File: src/rtl/stage_mem_lsu_pkg.sv
`default_nettype none
// ----------------------------------------------------------------------------
// mem_defs : memory-op encoding and op-class helpers for the MEM stage
// Rev 1.0
// ----------------------------------------------------------------------------
package mem_defs;

  localparam int XLEN_DEFAULT = 32;

  typedef enum logic [3:0] {
    MEM_NONE = 4'd0,
    MEM_LB   = 4'd1,
    MEM_LH   = 4'd2,
    MEM_LW   = 4'd3,
    MEM_LBU  = 4'd4,
    MEM_LHU  = 4'd5,
    MEM_LWU  = 4'd6,
    MEM_LD   = 4'd7,
    MEM_SB   = 4'd8,
    MEM_SH   = 4'd9,
    MEM_SW   = 4'd10,
    MEM_SD   = 4'd11
  } mem_op_e;

  typedef enum logic [1:0] {
    SZ_B = 2'd0,
    SZ_H = 2'd1,
    SZ_W = 2'd2,
    SZ_D = 2'd3
  } mem_size_e;

  function automatic logic is_load(mem_op_e op);
    case (op)
      MEM_LB, MEM_LH, MEM_LW, MEM_LBU, MEM_LHU, MEM_LWU, MEM_LD: return 1'b1;
      default: return 1'b0;
    endcase
  endfunction

  function automatic logic is_store(mem_op_e op);
    case (op)
      MEM_SB, MEM_SH, MEM_SW, MEM_SD: return 1'b1;
      default: return 1'b0;
    endcase
  endfunction

  function automatic mem_size_e op_size(mem_op_e op);
    case (op)
      MEM_LB, MEM_LBU, MEM_SB:          return SZ_B;
      MEM_LH, MEM_LHU, MEM_SH:          return SZ_H;
      MEM_LW, MEM_LWU, MEM_SW:          return SZ_W;
      default:                          return SZ_D;
    endcase
  endfunction

  function automatic logic is_signed(mem_op_e op);
    case (op)
      MEM_LB, MEM_LH, MEM_LW: return 1'b1;
      default:                return 1'b0;
    endcase
  endfunction

  // LWU/LD/SD only exist on RV64; on RV32 they behave as non-memory ops
  function automatic logic op_legal(mem_op_e op, int xlen);
    if (!(is_load(op) || is_store(op))) return 1'b0;
    if (xlen == 32 && (op == MEM_LWU || op == MEM_LD || op == MEM_SD)) return 1'b0;
    return 1'b1;
  endfunction

endpackage
`default_nettype wire

File: src/rtl/stage_mem_lsu_if.sv
`default_nettype none
// ----------------------------------------------------------------------------
// stage_mem_lsu_if : request/grant/response data-memory bus
// Rev 1.0
// ----------------------------------------------------------------------------
interface stage_mem_lsu_if #(
  parameter int XLEN = 32
);
  logic              req;
  logic              we;
  logic [XLEN-1:0]   addr;
  logic [XLEN/8-1:0] be;
  logic [XLEN-1:0]   wdata;
  logic              gnt;
  logic              rvalid;
  logic [XLEN-1:0]   rdata;

  modport master (
    output req, we, addr, be, wdata,
    input  gnt, rvalid, rdata
  );

  modport slave (
    input  req, we, addr, be, wdata,
    output gnt, rvalid, rdata
  );
endinterface
`default_nettype wire

File: src/rtl/stage_mem_lsu_align.sv
`default_nettype none
// ----------------------------------------------------------------------------
// lsu_align : byte enables, store-lane replication, load extraction, alignment
// Rev 1.0
// ----------------------------------------------------------------------------
module lsu_align
  import mem_defs::*;
#(
  parameter int XLEN = 32
) (
  input  mem_op_e                      op,
  input  logic [$clog2(XLEN/8)-1:0]    off,
  input  logic [XLEN-1:0]              store_data,
  input  logic [XLEN-1:0]              rdata,
  output logic [XLEN/8-1:0]            be,
  output logic [XLEN-1:0]              wdata,
  output logic [XLEN-1:0]              load_val,
  output logic                         misalign
);
  localparam int NB = XLEN / 8;
  localparam int OW = $clog2(NB);

  mem_size_e       sz;
  logic [OW-1:0]   amask;
  logic [NB-1:0]   base;
  logic [XLEN-1:0] shifted;

  always_comb begin
    sz       = op_size(op);
    amask    = OW'((32'd1 << sz) - 32'd1);
    misalign = |(off & amask);

    case (sz)
      SZ_B:    base = NB'(1);
      SZ_H:    base = NB'(3);
      SZ_W:    base = NB'(15);
      default: base = '1;
    endcase
    be = base << off;

    case (sz)
      SZ_B:    wdata = {NB{store_data[7:0]}};
      SZ_H:    wdata = {(NB/2){store_data[15:0]}};
      SZ_W:    wdata = {(NB/4){store_data[31:0]}};
      default: wdata = store_data;
    endcase

    shifted = rdata >> {off, 3'b000};
    case (sz)
      SZ_B:    load_val = is_signed(op) ? XLEN'($signed(shifted[7:0]))  : XLEN'(shifted[7:0]);
      SZ_H:    load_val = is_signed(op) ? XLEN'($signed(shifted[15:0])) : XLEN'(shifted[15:0]);
      SZ_W:    load_val = is_signed(op) ? XLEN'($signed(shifted[31:0])) : XLEN'(shifted[31:0]);
      default: load_val = shifted;
    endcase
  end

endmodule
`default_nettype wire

File: src/rtl/stage_mem_lsu.sv
`default_nettype none
// ----------------------------------------------------------------------------
// stage_mem_lsu : pipelined MEM stage, issues loads/stores and stalls until response
// Rev 1.0
// ----------------------------------------------------------------------------
module stage_mem_lsu
  import mem_defs::*;
#(
  parameter int XLEN   = XLEN_DEFAULT,
  parameter int REG_AW = 5
) (
  input  logic              clk,
  input  logic              rst_n,
  input  logic              valid_i,
  input  logic [REG_AW-1:0] reg_waddr_i,
  input  logic              we_i,
  input  logic [XLEN-1:0]   reg_wdata_i,
  input  logic [3:0]        mem_op_i,
  input  logic [XLEN-1:0]   store_data_i,
  output logic [REG_AW-1:0] reg_waddr_o,
  output logic              we_o,
  output logic [XLEN-1:0]   reg_wdata_o,
  output logic              valid_o,
  output logic              misalign_o,
  output logic              stall_req_o,
  stage_mem_lsu_if.master   dmem
);
  localparam int NB = XLEN / 8;
  localparam int OW = $clog2(NB);

  typedef enum logic [1:0] {
    IDLE = 2'd0,
    REQ  = 2'd1,
    WAIT = 2'd2
  } state_e;

  state_e            state_q, state_d;
  mem_op_e           op_in, op_q, op_sel;
  logic [XLEN-1:0]   addr_q;
  logic [REG_AW-1:0] rd_q;
  logic              we_q;
  logic [NB-1:0]     be_q;
  logic [XLEN-1:0]   wdata_q;
  logic              capture;
  logic              mem_access;

  logic [OW-1:0]     off_sel;
  logic [NB-1:0]     al_be;
  logic [XLEN-1:0]   al_wdata;
  logic [XLEN-1:0]   al_load;
  logic              al_misalign;

  function automatic logic [XLEN-1:0] align_down(logic [XLEN-1:0] a);
    return {a[XLEN-1:OW], {OW{1'b0}}};
  endfunction

  assign op_in      = mem_op_e'(mem_op_i);
  assign mem_access = valid_i && op_legal(op_in, XLEN);
  // Live inputs drive the aligner in IDLE; afterwards the captured op/address do
  assign op_sel     = (state_q == IDLE) ? op_in : op_q;
  assign off_sel    = (state_q == IDLE) ? reg_wdata_i[OW-1:0] : addr_q[OW-1:0];

  lsu_align #(.XLEN(XLEN)) u_align (
    .op         (op_sel),
    .off        (off_sel),
    .store_data (store_data_i),
    .rdata      (dmem.rdata),
    .be         (al_be),
    .wdata      (al_wdata),
    .load_val   (al_load),
    .misalign   (al_misalign)
  );

  always_ff @(posedge clk or negedge rst_n) begin
    if (!rst_n) begin
      state_q <= IDLE;
      op_q    <= MEM_NONE;
      addr_q  <= '0;
      rd_q    <= '0;
      we_q    <= 1'b0;
      be_q    <= '0;
      wdata_q <= '0;
    end else begin
      state_q <= state_d;
      if (capture) begin
        op_q    <= op_in;
        addr_q  <= reg_wdata_i;
        rd_q    <= reg_waddr_i;
        we_q    <= we_i;
        be_q    <= al_be;
        wdata_q <= al_wdata;
      end
    end
  end

  always_comb begin
    state_d     = state_q;
    capture     = 1'b0;
    reg_waddr_o = reg_waddr_i;
    we_o        = we_i;
    reg_wdata_o = reg_wdata_i;
    valid_o     = valid_i;
    misalign_o  = 1'b0;
    stall_req_o = 1'b0;
    dmem.req    = 1'b0;
    dmem.we     = 1'b0;
    dmem.addr   = '0;
    dmem.be     = '0;
    dmem.wdata  = '0;

    case (state_q)
      IDLE: begin
        if (mem_access) begin
          if (al_misalign) begin
            valid_o    = 1'b1;
            misalign_o = 1'b1;
            we_o       = 1'b0;
          end else begin
            capture     = 1'b1;
            valid_o     = 1'b0;
            we_o        = 1'b0;
            stall_req_o = 1'b1;
            dmem.req    = 1'b1;
            dmem.we     = is_store(op_in);
            dmem.addr   = align_down(reg_wdata_i);
            dmem.be     = al_be;
            dmem.wdata  = al_wdata;
            state_d     = dmem.gnt ? WAIT : REQ;
          end
        end
      end
      REQ: begin
        reg_waddr_o = rd_q;
        reg_wdata_o = addr_q;
        we_o        = 1'b0;
        valid_o     = 1'b0;
        stall_req_o = 1'b1;
        dmem.req    = 1'b1;
        dmem.we     = is_store(op_q);
        dmem.addr   = align_down(addr_q);
        dmem.be     = be_q;
        dmem.wdata  = wdata_q;
        if (dmem.gnt) state_d = WAIT;
      end
      WAIT: begin
        reg_waddr_o = rd_q;
        reg_wdata_o = addr_q;
        we_o        = 1'b0;
        valid_o     = 1'b0;
        stall_req_o = 1'b1;
        if (dmem.rvalid) begin
          valid_o     = 1'b1;
          stall_req_o = 1'b0;
          if (is_load(op_q)) begin
            we_o        = we_q;
            reg_wdata_o = al_load;
          end
          state_d = IDLE;
        end
      end
      default: state_d = IDLE;
    endcase

    // Outputs are forced to zero while reset is held, including the pass-through path
    if (!rst_n) begin
      reg_waddr_o = '0;
      we_o        = 1'b0;
      reg_wdata_o = '0;
      valid_o     = 1'b0;
      misalign_o  = 1'b0;
      stall_req_o = 1'b0;
      dmem.req    = 1'b0;
      dmem.we     = 1'b0;
      dmem.addr   = '0;
      dmem.be     = '0;
      dmem.wdata  = '0;
    end
  end

endmodule
`default_nettype wire

File: src/flat_wrapper.sv
// flat-port wrapper written by rule: the top's interface ports become plain ports
module stage_mem_lsu_flat import mem_defs::*;
#(
  parameter int XLEN   = XLEN_DEFAULT,
  parameter int REG_AW = 5
)
  (clk, rst_n, valid_i, reg_waddr_i, we_i, reg_wdata_i, mem_op_i, store_data_i, reg_waddr_o, we_o, reg_wdata_o, valid_o, misalign_o, stall_req_o, dmem_req, dmem_we, dmem_addr, dmem_be, dmem_wdata, dmem_gnt, dmem_rvalid, dmem_rdata);
  stage_mem_lsu_if #(.XLEN(XLEN)) dmem_i ();
  input  logic clk;
  input  logic rst_n;
  input  logic valid_i;
  input  logic [REG_AW-1:0] reg_waddr_i;
  input  logic we_i;
  input  logic [XLEN-1:0] reg_wdata_i;
  input  logic [3:0] mem_op_i;
  input  logic [XLEN-1:0] store_data_i;
  output logic [REG_AW-1:0] reg_waddr_o;
  output logic we_o;
  output logic [XLEN-1:0] reg_wdata_o;
  output logic valid_o;
  output logic misalign_o;
  output logic stall_req_o;
  output wire logic [$bits(dmem_i.req)-1:0] dmem_req;
  output wire logic [$bits(dmem_i.we)-1:0] dmem_we;
  output wire logic [$bits(dmem_i.addr)-1:0] dmem_addr;
  output wire logic [$bits(dmem_i.be)-1:0] dmem_be;
  output wire logic [$bits(dmem_i.wdata)-1:0] dmem_wdata;
  input wire logic [$bits(dmem_i.gnt)-1:0] dmem_gnt;
  input wire logic [$bits(dmem_i.rvalid)-1:0] dmem_rvalid;
  input wire logic [$bits(dmem_i.rdata)-1:0] dmem_rdata;
  assign dmem_req = dmem_i.req;
  assign dmem_we = dmem_i.we;
  assign dmem_addr = dmem_i.addr;
  assign dmem_be = dmem_i.be;
  assign dmem_wdata = dmem_i.wdata;
  assign dmem_i.gnt = dmem_gnt;
  assign dmem_i.rvalid = dmem_rvalid;
  assign dmem_i.rdata = dmem_rdata;
  stage_mem_lsu #(.XLEN(XLEN), .REG_AW(REG_AW)) u_core (.clk(clk), .rst_n(rst_n), .valid_i(valid_i), .reg_waddr_i(reg_waddr_i), .we_i(we_i), .reg_wdata_i(reg_wdata_i), .mem_op_i(mem_op_i), .store_data_i(store_data_i), .reg_waddr_o(reg_waddr_o), .we_o(we_o), .reg_wdata_o(reg_wdata_o), .valid_o(valid_o), .misalign_o(misalign_o), .stall_req_o(stall_req_o), .dmem(dmem_i));
endmodule
File: config.mk
export PLATFORM = sky130hd
export DESIGN_NAME = stage_mem_lsu_flat
export DESIGN_NICKNAME = d
export VERILOG_FILES = /design/src/rtl/stage_mem_lsu_pkg.sv /design/src/rtl/stage_mem_lsu_if.sv /design/src/rtl/stage_mem_lsu_align.sv /design/src/rtl/stage_mem_lsu.sv /design/src/flat_wrapper.sv
export SDC_FILE = /design/constraint.sdc
export NUM_CORES = 1
export LEC_CHECK = 0
export BUFFER_PORTS_ARGS = -buffer_cell sky130_fd_sc_hd__buf_2
export CORE_UTILIZATION = 55
export DETAILED_ROUTE_END_ITERATION = 8
export HOLD_SLACK_MARGIN = 0.02
export PLACE_DENSITY = 0.83
export SLEW_MARGIN = 20
export SYNTH_ARGS = -nofsm -noshare
export SYNTH_HDL_FRONTEND = slang
export SYNTH_SLANG_ARGS = --single-unit
export TNS_END_PERCENT = 20
File: constraint.sdc
create_clock -name clk -period 7.39 [get_ports clk]
set_input_delay 0.739 -clock clk [delete_from_list [all_inputs] [get_ports clk]]
set_output_delay 0.739 -clock clk [all_outputs]
set_load 0.005 [all_outputs]
Word level (Yosys, flattened, before mapping)

Memory sizes are Yosys's and may differ from the RTL's.
Index checks and enable logic that the tools add are counted.

Bits of input ports: 111
Register bits after elaboration: 80
Memory bits (read-only): 32
Memories: 1
Output and inout bits: 111
Logic and storage cells: 130

Memory list:

| name             | depth | width | rd ports | clocked after memory_dff | write ports | line                    | text |
|---|---|---|---|---|---|---|---|
| (name not given) | 16    | 2     | 1        | 0                        | 0           | stage_mem_lsu_pkg.sv:47 | `case (op)` |

Equal/unequal tests: 32
Bitwise gates (word level): 1
Multiplexer cells: 71
Add/sub/neg operators: 1
Reductions and logical operators: 14
Shift operators: 3

Operators by type and width:

| operator             | count |
|---|---|
| $mux W32             | 11 |
| $pmux W32 S2         | 5 |
| $mux W1              | 35 |
| $eq A4 B3 Y1 const B | 8 |
| $eq A4 B4 Y1 const B | 8 |
| $shr A32 B5 Y32      | 1 |
| $eq A4 B2 Y1 const B | 6 |
| $mux W4              | 4 |
| $pmux W4 S2          | 2 |
| $reduce_or A7 Y1     | 2 |
| $eq A4 B1 Y1 const B | 3 |
| $mux W2              | 6 |
| $mux W5              | 2 |
| $pmux W1 S3          | 3 |
| $reduce_or A4 Y1     | 2 |
| $ne A2 B2 Y1 const B | 3 |
| $pmux W2 S3          | 1 |
| $eq A2 B1 Y1 const B | 2 |
| $logic_not A2 Y1     | 2 |
| $pmux W1 S2          | 2 |
| $reduce_and A4 Y1    | 1 |
| $reduce_or A2 Y1     | 2 |
| $shl A4 B2 Y4        | 1 |
| $logic_or A1 B1 Y1   | 3 |
| 7 further kinds      | 7 |

Logic depth before layout (Yosys ltp)

Word-level depth: 12
Gate-level depth with buffers: 19
Depth with buffers taken out: 15

Modules after synthesis

From an unflattened synthesis, not the netlist that was laid out.

Cell total of the unflattened synthesis: 688
Area, all modules: 6373.6 µm²

Modules (own cells, without submodules):

| module        | cells an instance | area each (µm²) | instances | seq. area each (µm²) |
|---|---|---|---|---|
| stage_mem_lsu | 475               | 4927.2          | 1         | 2001.9 |
| lsu_align     | 213               | 1446.4          | 1         | 0.0 |

Least setup slack after synthesis

OpenSTA, ideal clock, no wires.

Kind: reg2out
Start: reg u_core.state_q[0]
End: out reg_wdata_o[13]
Data arrival time: 4.274 ns
Data required time: 6.651 ns
Path slack: 2.377 ns
Cell stages (with the launch flop): 19
Path buffers: 5
Cells stage by stage: dfrtp_1 -> inv_1 -> ha_1 -> buf_4 -> buf_2 -> buf_1 -> mux2_2 -> ha_1 -> nor4b_1 -> a311oi_1 -> a21o_1 -> nor2_2 -> inv_2 -> ha_1 -> clkbuf_1 -> nand2b_1 -> clkbuf_1 -> a21boi_0 -> a21boi_0

Longest elaborated chain between the ends: 12
Elaborated cells on any way between the ends: 22
Classes of those cells: 6 x eq/ne; 1 x shift; 11 x mux; 3 x reduce/logical; 1 x memory

Ends and longest elaborated chain:

| element                                             | line                                     | text |
|---|---|---|
| start, declared                                     | stage_mem_lsu.sv:37                      | `state_e state_q, state_d;` |
| start signal, assigned                              | stage_mem_lsu.sv:84                      | `state_q <= state_d;` |
| $logic_not A2 Y1                                    | stage_mem_lsu.sv:60, stage_mem_lsu.sv:61 |  |
| $mux W4                                             | stage_mem_lsu.sv:60                      | `assign op_sel = (state_q == IDLE) ? op_in : op_q;` |
| $eq A4 B1 Y1 / $eq A4 B2 Y1 (equally long branches) | stage_mem_lsu_pkg.sv:56                  | `case (op)` |
| $reduce_or A3 Y1                                    | stage_mem_lsu_pkg.sv:56                  |  |
| $mux W1                                             | stage_mem_lsu_pkg.sv:56                  |  |
| $mux W1                                             | stage_mem_lsu_align.sv:49                | `case (sz)` |
| $mux W32                                            | stage_mem_lsu_align.sv:50                | `SZ_B: load_val = is_signed(op) ? XLEN'($signed(shifted[7:0])) : XLEN'(shifted[7:0]);` |
| $pmux W32 S2                                        | stage_mem_lsu_align.sv:49                |  |
| $mux W32                                            | stage_mem_lsu.sv:154                     | `if (is_load(op_q)) begin` |
| $mux W32                                            | stage_mem_lsu.sv:151                     | `if (dmem.rvalid) begin` |
| $pmux W32 S2 *                                      | stage_mem_lsu.sv:111                     | `case (state_q)` |
| $mux W32 *                                          | stage_mem_lsu.sv:165                     | `if (!rst_n) begin` |
| end, declared                                       | flat_wrapper.sv:19                       | `output logic [XLEN-1:0] reg_wdata_o;` |

Mark *: on every way between the ends. The rest lies on a longest branch, timed or not. The select of a mux whose other input is x is not followed.

Worst setup path after layout

Start: reg u_core.state_q[0]
End: out reg_wdata_o[29]

Longest elaborated chain between the ends: 12
Elaborated cells on any way between the ends: 23
Classes of those cells: 6 x eq/ne; 1 x shift; 12 x mux; 3 x reduce/logical; 1 x memory

Ends and longest elaborated chain:

| element                                             | line |
|---|---|
| $logic_not A2 Y1                                    | stage_mem_lsu.sv:60, stage_mem_lsu.sv:61 |
| $mux W4                                             | stage_mem_lsu.sv:60 |
| $eq A4 B1 Y1 / $eq A4 B2 Y1 (equally long branches) | stage_mem_lsu_pkg.sv:56 |
| $reduce_or A3 Y1                                    | stage_mem_lsu_pkg.sv:56 |
| $mux W1                                             | stage_mem_lsu_pkg.sv:56 |
| $mux W1                                             | stage_mem_lsu_align.sv:49 |
| $mux W32 (on tied branches)                         | stage_mem_lsu_align.sv:51, stage_mem_lsu_align.sv:50 |
| $pmux W32 S2                                        | stage_mem_lsu_align.sv:49 |
| $mux W32                                            | stage_mem_lsu.sv:154 |
| $mux W32                                            | stage_mem_lsu.sv:151 |
| $pmux W32 S2 *                                      | stage_mem_lsu.sv:111 |
| $mux W32 *                                          | stage_mem_lsu.sv:165 |

Marked as above.

==> flow_summary.ini <==
[status]
status = complete, but fails checks
violations = DRC

[logic_synthesis]
avgSynthCellArea_um2 = 7.04
ys_seq_area_frac = 0.328
muxShareOfSynthArea = 0.0510
synth_edf_count = 0
netlist.area_leader.share = 0.328
synthTopCellsByCount = 288 x nand2_1, 99 x a21oi_1, 89 x o21ai_0
yosysUniqueCellTypes = 58
synth_compound_area_frac = 0.295
ys_top_cells_by_area = dfrtp_1 33%, nand2_1 18%, a21oi_1 8.1%
syn-instance-count = 867
syn-cell-area_um2 = 6100
ys_async_sr_fraction = 1.00
yosys.area_share.adder = 0.0123
synth_top_family_by_area = compound AO/OA/AOI/OAI gates
synth_warnings = 0
ys.flop_type = dfrtp_1
yosys.area.top_type = dfrtp_1
ys_ff_latch = 80
yosysMostFrequentCell = nand2_1
synthXorXnorAreaFrac = 0.00718
synth-simple-area-share = 0.249

[placement]
place_congestion = 0.971
dp_hpwl_um = 14300
place_worst_setup_slack_ns = 1.47
portBuffers = 219
placed_area_um2 = 7160
dp.cells = 1164

[clocking]
root_buffer = clkbuf_8
cts_buffer_depth = 2
cts_tree = built
clk_pin_slew_ns = 0.09
cts_buffers = 9
post_cts_buffers = 0
cts.sinks = 80
clkLatencyLatePin_ns = 0.36
hold_buffers = 0
cts_resized = 0
h-tree-depth = 3

[setup_path]
crit_type = register to primary output
r2r_cells = 15
cp-end-kind = primary output
cp_max_fo = 33
crit_arrival_ns = 5.33
start_kind = register
r2r-start = u_core.state_q[0]
required_ns = 6.65
reg2reg_to = u_core.wdata_q[13]
r2r_slack_ns = 2.36

[drt]
drt_iter0_markers = 961
ant_nets = 0
wirelength_um = 20800
post_drt_wl_per_cell_um = 17.6
vias = 7229
drc = 1
firstDrtPassIters = 7
vias_per_cell = 6.12

[sta]
worst_pin_slew_ns = 0.922
min_period_ns = 6.07
fin_hold_ws_ns = 0.367
skew_ns = 0.0143
fmax_mhz = 165
hold_viol = 0
final-max-slew-violation-count = 0
relSlewSlack = 0.385
rsz0062_at_grt = no
fin_crit_sh = 0.822
finalSetupTns_ns = 0
setup_viol = 0
worst_slack_ns = 1.32

[floorplanning]
initial_core_util = 0.563
die_y_um = 107
core_area_um2 = 10800
die_area_um2 = 11500
die_w_um = 107
ios = 222
rows = 38

[power]
p_total_mw = 3.22
p_per_area_nw_per_um2 = 435
peakVddDrop_uv = 296
power.leakage_nw = 3.71

[flow_run]
maxCapViolations = 0

[layout]
drive_gt1_frac = 0.254
fin_nets = 1153
area_delta_synth_final_pct = 21.1
final_area_um2 = 7390
final_core_utilization = 0.682
finalNonFillerCells = 1181
antenna_cells = 0

[grt]
grt_max_degree = 90
gr-total-overflow = 0
grt_usage = 0.352
first_global_vias = 6478
grt_pass1_wl_um = 32000
antenna_found_initial = 0

[worst_hold_path]
hold_class = primary input to asynchronous set/reset pin
state kept, by name, indices dropped and copies added, names as in the netlist:
register,count
u_core.addr_q,32
u_core.be_q,4
u_core.op_q,4
u_core.rd_q,5
u_core.state_q,2
u_core.wdata_q,32
u_core.we_q,1
worst max-delay path, cell delays in order (launching register included):
cell and delay, ns:
dfrtp_1 0.44, inv_1 0.11, ha_2 0.64, mux2i_1 0.42
inv_1 0.08, ha_1 0.32, nor4b_1 0.35, a311oi_1 0.14
a21o_1 0.24, nor2_2 0.15, inv_2 0.14, ha_1 0.34
a2111oi_2 0.50, nand2_1 0.49, a221oi_1 0.45, buf_2 0.17
cell usage in the layout, fill, tap and decap left out, drive strengths merged, types with 3 or more instances in the layout:
| cell type | Yosys | layout |
|---|---|---|
| nand2 | 288 | 288 |
| ha | 6 | 6 |
| nor3 | 7 | 7 |
| mux2i | 25 | 25 |
| o21ai | 92 | 92 |
| a21boi | 20 | 20 |
| nand2b | 4 | 4 |
| buf | 18 | 227 |
| a31oi | 5 | 5 |
| a211oi | 3 | 3 |
| nor2 | 28 | 28 |
| a21oi | 99 | 99 |
| dfrtp | 80 | 80 |
| inv | 13 | 14 |
| o32ai | 3 | 3 |
| o21a | 6 | 6 |
| a32oi | 9 | 9 |
| and2 | 11 | 11 |
| nor2b | 10 | 10 |
| a221oi | 23 | 23 |
| a21o | 5 | 5 |
| a22o | 10 | 10 |
| mux2 | 4 | 4 |
| clkbuf | 52 | 11 |
| or2 | 3 | 3 |
| xnor2 | 4 | 4 |
| nand3 | 11 | 11 |
cell families (layout without fill, tap and decap cells):
group / count (synthesis) / after routing
adder cells (fa/ha/maj): 6 / 6
other: 1 / 2
XOR/XNOR: 5 / 5
AND/OR/NAND/NOR: 371 / 371
AO/OA/AOI/OAI: 291 / 291
buffers and inverters: 84 / 257
multiplexers: 29 / 29
flip-flops: 80 / 80
worst max-delay path by stage:
stage | start | slack [ns] | to | cells past startpoint
floorplan | u_core.state_q[0] | 2.38 | reg_wdata_o[13] | 18
global placement | u_core.state_q[0] | 1.66 | reg_wdata_o[29] | 15
detailed placement | u_core.state_q[0] | 1.47 | reg_wdata_o[29] | 15
CTS | u_core.state_q[0] | 1.06 | reg_wdata_o[29] | 15
global route | u_core.state_q[0] | 1.07 | reg_wdata_o[31] | 15
finish | u_core.state_q[0] | 1.32 | reg_wdata_o[29] | 15
routing by layer:
layer,share of wire,vias to the layer above,track usage
li1,-,3353,-
met1,0.41,3348,0.482
met2,0.45,460,0.541
met3,0.11,68,0.0708
met4,0.033,0,0.150
met5,0,-,0
power breakdown:
group	switching (mW)	total [mW]	internal (mW)	leakage, nW
Combinational	1.33	2.09	0.756	2.60
Clock	0.174	0.351	0.177	0.102
Sequential	0.148	0.775	0.627	1.01
Total	1.66	3.22	1.56	3.71
cell type report:
cell class	count	area [µm²]
clock buffer	11	151
clock inverter	5	62.6
fill	990	3450
inverter	14	52.6
multi-input combinational	704	3780
sequential	80	2000
tap	140	175
timing repair buffer	227	1170
(Power assumes the default switching activity.)
